[src/rtl/ball_control.sv]
// ball_control: owns the square (ball) position and direction, moves it across
// the playfield one pixel per axis per movement tick, bounces it off the top and
// bottom walls and both paddles, detects misses and re-serves from the centre.
//
// Ports:
//   clk_0        pixel clock (single clock domain)
//   rst          synchronous active-high reset
//   reset_game   return square to centre and hold in IDLE
//   mode_choice  0 = no game (hold), 1 or 2 = game running
//   p1_x, p1_y   left paddle left/top edge
//   p2_x, p2_y   right paddle left/top edge
//   sq_xpos      square left edge
//   sq_ypos      square top edge
//   sq_xveldir   1 = moving right, 0 = moving left
//   sq_yveldir   1 = moving down, 0 = moving up
//   sq_missed    one-cycle pulse on a miss
//   miss_side    0 = left missed, 1 = right missed; held until the next miss
module ball_control #(
  parameter int CLK_HZ      = 25_175_000,
  parameter int H_VIDEO     = 640,
  parameter int V_VIDEO     = 480,
  parameter int SQ_SIZE     = 8,
  parameter int PDL_WIDTH   = 8,
  parameter int PDL_HEIGHT  = 96,
  parameter int BALL_SPEED  = 400,
  parameter int SERVE_TICKS = 200
) (
  input  logic       clk_0,
  input  logic       rst,
  input  logic       reset_game,
  input  logic [1:0] mode_choice,
  input  logic [9:0] p1_x,
  input  logic [9:0] p1_y,
  input  logic [9:0] p2_x,
  input  logic [9:0] p2_y,
  output logic [9:0] sq_xpos,
  output logic [9:0] sq_ypos,
  output logic       sq_xveldir,
  output logic       sq_yveldir,
  output logic       sq_missed,
  output logic       miss_side
);

  localparam int PSC_LIMIT = CLK_HZ / BALL_SPEED;
  localparam int PSC_W     = (PSC_LIMIT > 0) ? $clog2(PSC_LIMIT + 1) : 1;
  localparam int CNT_W     = (SERVE_TICKS > 0) ? $clog2(SERVE_TICKS + 1) : 1;
  localparam logic [9:0] CX = 10'(H_VIDEO / 2 - SQ_SIZE / 2);
  localparam logic [9:0] CY = 10'(V_VIDEO / 2 - SQ_SIZE / 2);

  typedef enum logic [1:0] {S_IDLE, S_SERVE, S_PLAY, S_MISS} state_t;

  state_t           state_q, state_d;
  logic [PSC_W-1:0] psc_q, psc_d;
  logic [CNT_W-1:0] cnt_q, cnt_d;
  logic [9:0]       x_q, x_d, y_q, y_d;
  logic             xdir_q, xdir_d, ydir_q, ydir_d;
  logic             side_q, side_d;

  // 11-bit sums so that right/bottom edges near 1023 cannot wrap.
  logic [10:0] x_right, y_bot, p1_right, p1_bot, p2_bot;
  logic        tick, hit_l, hit_r, miss_l, miss_r, xdir_n, ydir_n;
  logic [CNT_W-1:0] cnt_inc;

  assign x_right  = {1'b0, x_q}  + 11'(SQ_SIZE);
  assign y_bot    = {1'b0, y_q}  + 11'(SQ_SIZE);
  assign p1_right = {1'b0, p1_x} + 11'(PDL_WIDTH);
  assign p1_bot   = {1'b0, p1_y} + 11'(PDL_HEIGHT);
  assign p2_bot   = {1'b0, p2_y} + 11'(PDL_HEIGHT);

  assign tick    = (psc_q == PSC_W'(PSC_LIMIT));
  assign cnt_inc = cnt_q + 1'b1;

  // All collision tests look at the pre-move position.
  assign hit_l  = !xdir_q && ({1'b0, x_q} == p1_right)
                  && (y_bot > {1'b0, p1_y}) && ({1'b0, y_q} < p1_bot);
  assign hit_r  = xdir_q && (x_right == {1'b0, p2_x})
                  && (y_bot > {1'b0, p2_y}) && ({1'b0, y_q} < p2_bot);
  // A paddle hit always wins over the miss on the same tick.
  assign miss_l = !xdir_q && (x_q == 10'd0) && !hit_l;
  assign miss_r = xdir_q && (x_right == 11'(H_VIDEO)) && !hit_r;

  assign xdir_n = hit_l ? 1'b1 : (hit_r ? 1'b0 : xdir_q);
  assign ydir_n = ydir_q ? !(y_bot >= 11'(V_VIDEO - 1)) : (y_q == 10'd0);

  always_comb begin
    state_d = state_q;
    psc_d   = tick ? '0 : psc_q + 1'b1;
    cnt_d   = cnt_q;
    x_d     = x_q;
    y_d     = y_q;
    xdir_d  = xdir_q;
    ydir_d  = ydir_q;
    side_d  = side_q;

    case (state_q)
      S_IDLE: begin
        x_d     = CX;
        y_d     = CY;
        psc_d   = '0;
        cnt_d   = '0;
        state_d = S_SERVE;  // abort override below keeps us here when held
      end
      S_SERVE: begin
        x_d = CX;
        y_d = CY;
        if (tick) begin
          if (cnt_inc == CNT_W'(SERVE_TICKS)) begin
            state_d = S_PLAY;
            cnt_d   = '0;
            ydir_d  = !ydir_q;
          end else begin
            cnt_d = cnt_inc;
          end
        end
      end
      S_PLAY: begin
        if (tick) begin
          if (miss_l || miss_r) begin
            // Freeze position; only the side is recorded.
            state_d = S_MISS;
            side_d  = miss_r;
          end else begin
            xdir_d = xdir_n;
            ydir_d = ydir_n;
            x_d    = xdir_n ? x_q + 10'd1 : x_q - 10'd1;
            y_d    = ydir_n ? y_q + 10'd1 : y_q - 10'd1;
          end
        end
      end
      S_MISS: begin
        // Next serve heads toward the side that just missed.
        x_d     = CX;
        y_d     = CY;
        xdir_d  = side_q;
        psc_d   = '0;
        cnt_d   = '0;
        state_d = S_SERVE;
      end
      default: state_d = S_IDLE;
    endcase

    if (reset_game || mode_choice == 2'd0) begin
      state_d = S_IDLE;
      x_d     = CX;
      y_d     = CY;
      psc_d   = '0;
      cnt_d   = '0;
    end
  end

  always_ff @(posedge clk_0) begin
    if (rst) begin
      state_q <= S_IDLE;
      psc_q   <= '0;
      cnt_q   <= '0;
      x_q     <= CX;
      y_q     <= CY;
      xdir_q  <= 1'b1;
      ydir_q  <= 1'b1;
      side_q  <= 1'b0;
    end else begin
      state_q <= state_d;
      psc_q   <= psc_d;
      cnt_q   <= cnt_d;
      x_q     <= x_d;
      y_q     <= y_d;
      xdir_q  <= xdir_d;
      ydir_q  <= ydir_d;
      side_q  <= side_d;
    end
  end

  assign sq_xpos    = x_q;
  assign sq_ypos    = y_q;
  assign sq_xveldir = xdir_q;
  assign sq_yveldir = ydir_q;
  assign sq_missed  = (state_q == S_MISS);
  assign miss_side  = side_q;

endmodule

[config.mk]
export PLATFORM = sky130hd
export DESIGN_NAME = ball_control
export DESIGN_NICKNAME = d
export VERILOG_FILES = /design/src/rtl/ball_control.sv
export SDC_FILE = /design/constraint.sdc
export NUM_CORES = 1
export LEC_CHECK = 0
export CORE_MARGIN = 2
export CORE_UTILIZATION = 50
export CTS_BUF_LIST = sky130_fd_sc_hd__clkbuf_4
export DETAILED_ROUTE_END_ITERATION = 12
export PLACE_DENSITY = 0.81
export SLEW_MARGIN = 20
export SYNTH_ARGS = -nofsm -noshare
export SYNTH_HDL_FRONTEND = slang
export SYNTH_SLANG_ARGS = --single-unit
[constraint.sdc]
create_clock -name clk_0 -period 4.7 [get_ports clk_0]
set_clock_uncertainty 0.2 [all_clocks]
set_input_delay 0.94 -clock clk_0 [delete_from_list [all_inputs] [get_ports clk_0]]
set_output_delay 0.94 -clock clk_0 [all_outputs]
set_load 0.05 [all_outputs]
==> results of run 1 <==
[flip-flops by register name, indices dropped and copies added (netlist names)]
name / flops
sq_ypos: 10
psc_q: 16
sq_yveldir: 1
cnt_q: 8
state_q: 2
sq_xpos: 10
miss_side: 1
sq_xveldir: 1
[per-layer routing]
layer  track usage (%)  vias to the layer above
li1                  -                     2334
met1              34.4                     2334
met2              47.9                      212
met3              3.23                       47
met4              7.59                        0
met5                 0                        -
[final cells by class]
| class | instances | area (sq um) |
|---|---|---|
| Multi-Input combinational cell | 474 | 3650 |
| Fill cell | 643 | 2590 |
| Timing Repair Buffer | 140 | 1240 |
| Sequential cell | 49 | 1000 |
| Tap cell | 108 | 135 |
| Inverter | 33 | 128 |
| Clock buffer | 6 | 45.0 |
| Clock inverter | 2 | 13.8 |
[logic make-up (layout without fill, tap and decap cells)]
logic type / after synthesis / count (layout)
simple gates: 212 / 212
compound gates: 127 / 127
fa+ha+maj: 65 / 65
xor+xnor: 61 / 61
buf+inv: 50 / 181
flops: 49 / 49
mux: 9 / 9
[power groups by stage]
stage	combinational (uW)	clock, uW	sequential [uW]
6_report	201	213	418
5_1_grt	218	233	418
4_1_cts	182	215	418
3_5_place_dp	176	0	427
3_3_place_gp	169	0	427
2_1_floorplan	91.1	0	427
[through the flow]
stage               cell area [sq um]  setup TNS, ps  power (uW)
floorplan                        4630              0         518
global placement                 5690          -3400         596
detailed placement               5690          -3830         603
finish                           6210          -8.91         831
global route                     6210           -457         868
CTS                              5930              0         816
[worst max-delay path, stage by stage]
cell            delay, ps
dlymetal6s2s_1        160
ha_4                  260
xor2_1                150
nor4_2                410
nand4_1               180
a2111oi_2             440
o2111ai_2             210
a21boi_4              200
ha_1                  310
a21o_1                160
a21oi_2               170
o21ai_2                80
o41ai_2               370
o21ai_1               110
xnor2_1               150
or3_1                 380
a21oi_2               140
[synthesized netlist by cell type, drive strengths merged (9+ instances only)]
cell     n  area (sq um)
nor2    64           248
ha      63           788
dfxtp   49           981
nand2   45           171
a21oi   33           165
inv     32           120
xor2    32           288
xnor2   29           254
o21ai   28           140
nand3   26           130
nor3    13          65.1
o211ai  12          90.1
a21o    10          75.1
buf     10          90.1
mux2i    9          90.1
[worst max path at each step]
stage | slack, ps | end | start | depth (start not counted)
final | -9 | sq_xpos[9] | p1_x[3] | 17
after global routing | -240 | sq_xpos[9] | sq_ypos[3] | 21
after CTS | 10 | sq_xpos[9] | p2_y[6] | 20
after detailed placement | -860 | sq_xpos[9] | p1_x[3] | 17
after global placement | -810 | sq_xpos[9] | p1_x[3] | 17
after floorplan | 4 | sq_xpos[9] | p2_y[5] | 19
[what timing repair did]
action                                  4_1_cts  5_1_grt
resized for setup                            28       45
pin swaps                                    27       36
gates cloned                                  0        0
buffers inserted                             14        9
hold endpoints to repair                      0        0
hold buffers                                  0        0
endpoints found under the setup margin        4        6
==> flow_metrics.tcl, run 1 <==
set metrics [dict create \
    status "finished, violations left" \
    failed_checks "setup timing" \
    overflow 0 \
    grt_pass1_wl_microns 21900 \
    clk_latency_ps 380 \
    ys_seq_elements 49 \
    die_w_microns 99.7 \
    portBuffers 68 \
    dp.cells 781 \
    pwr_density_cell_mw_per_mm2 134 \
    fp-row-count 34 \
    drive_gt1_share_pct 20.0 \
    hold_slack_ps 307 \
    ys_types 62 \
    r2r_end "sq_xpos[9]" \
    netlist_area_sq_mm 0.00458 \
    grt_pass1_vias 4697 \
    cts_buffers 5 \
    grt_max_degree 17 \
    synth_adder_area_share_pct 18.1 \
    r2r_start "sq_ypos[3]" \
    wl_microns 14100 \
    instances_no_fill 812 \
    end_kind "register" \
    drc_errors 0 \
    yosysSeqAreaShare_pct 21.4 \
    switching_share_pct 30.1 \
    min-delay-start "cnt_q[1]" \
    ios 69 \
    antenna_found_initial 0 \
    hold_violations 0 \
    grt_use_total_pct 27.0 \
    synth-simple-area-share_pct 23.2 \
    fmax_ghz 0.212 \
    cts_sinks 49 \
    synth-main-ff-cell "dfxtp_1" \
    fin_crit_sh_pct 100 \
    htreeDepth 2 \
    pwr-share-seq_pct 50.2 \
    vias_per_cell 6.07 \
    finalCriticalPeriod_ps 4710 \
    nets 813 \
    die_y_microns 99.7 \
    whs_endpoint "cnt_q[1]" \
    ys_async_sr_fraction_pct 0 \
    ir_drop_uv 194 \
    wl_met2_microns 6850 \
    diodes 0 \
    drv_cap 0 \
    hold_depth 2 \
    synth_fp_nets 683 \
    leakagePower_uw 0.00269 \
    clock_power_share_pct 25.7 \
    dp_slack_ps -865 \
    combPwrFrac_pct 24.1 \
    cts_tree "built" \
    avgRoutedWirePerCell_microns 17.4 \
    cts_buffer_depth 2 \
    final_common_cell "buf_4" \
    gp_congestion 0.995 \
    synth_top_family_by_area "simple AND/OR/NAND/NOR gates" \
    start_kind "input pin" \
    final_cell_mix "buf_4 (69), nor2_1 (62), ha_1 (53), clkdlybuf4s50_1 (53)" \
    synth_xor_area_share_pct 11.8 \
    p_sw_uw 250 \
    drtPass1Iterations 5 \
    place_hpwl_microns 10100 \
    wl_met1_microns 5860 \
    dr_wl_met3_microns 971 \
    syn_inst 573 \
    start_util_pct 52.0 \
    critPathArrivalTime_ps 4820 \
    synth.avg_cell_area_sq_um 7.99 \
    r2r_setup_slack_ps 10 \
    synth-compound-area-share_pct 18.3 \
    worstPathRequired_ps 4810 \
    fin_util_pct 70.6 \
    drv_slew 0 \
    vias 4927 \
    worstMarginPinSlew_ps 764 \
    slew_headroom_pct 48.9 \
    min_path_type "reg2reg" \
    synth_mux_area_share_pct 1.97 \
    layout_setup_ws_ps -8.91 \
    synth_warnings 0 \
    path_max_fanout 5 \
    first_iter_violations 292 \
    syn_to_final_growth_pct 35.6 \
    clock-root-buffer "clkbuf_4" \
    antenna_left 0 \
    rr_worst_depth 21 \
    grt_setup_unrepaired "yes" \
    maxUsedRoutingLayer "met4" \
    clk_pin_slew_ps 160 \
    p_int_uw 581 \
    finalSetupViolCount 1 \
    core_area_sq_mm 0.00881 \
    synth_edf_count 0 \
    die-area_sq_mm 0.00994 \
    path_class "in2reg" \
]
No activity file was read; power rests on OpenSTA's default activity.
==> run 2, diff against run 1 <==
ABC_AREA = 0   (was not set)
==> results of run 2 <==
The final DEF is identical to that of run 1; final timing and power are the same.
==> run 3, diff against run 2 <==
CTS_CLUSTER_DIAMETER = 30   (was not set)
==> results of run 3 <==
The final DEF is identical to that of run 1; final timing and power are the same.
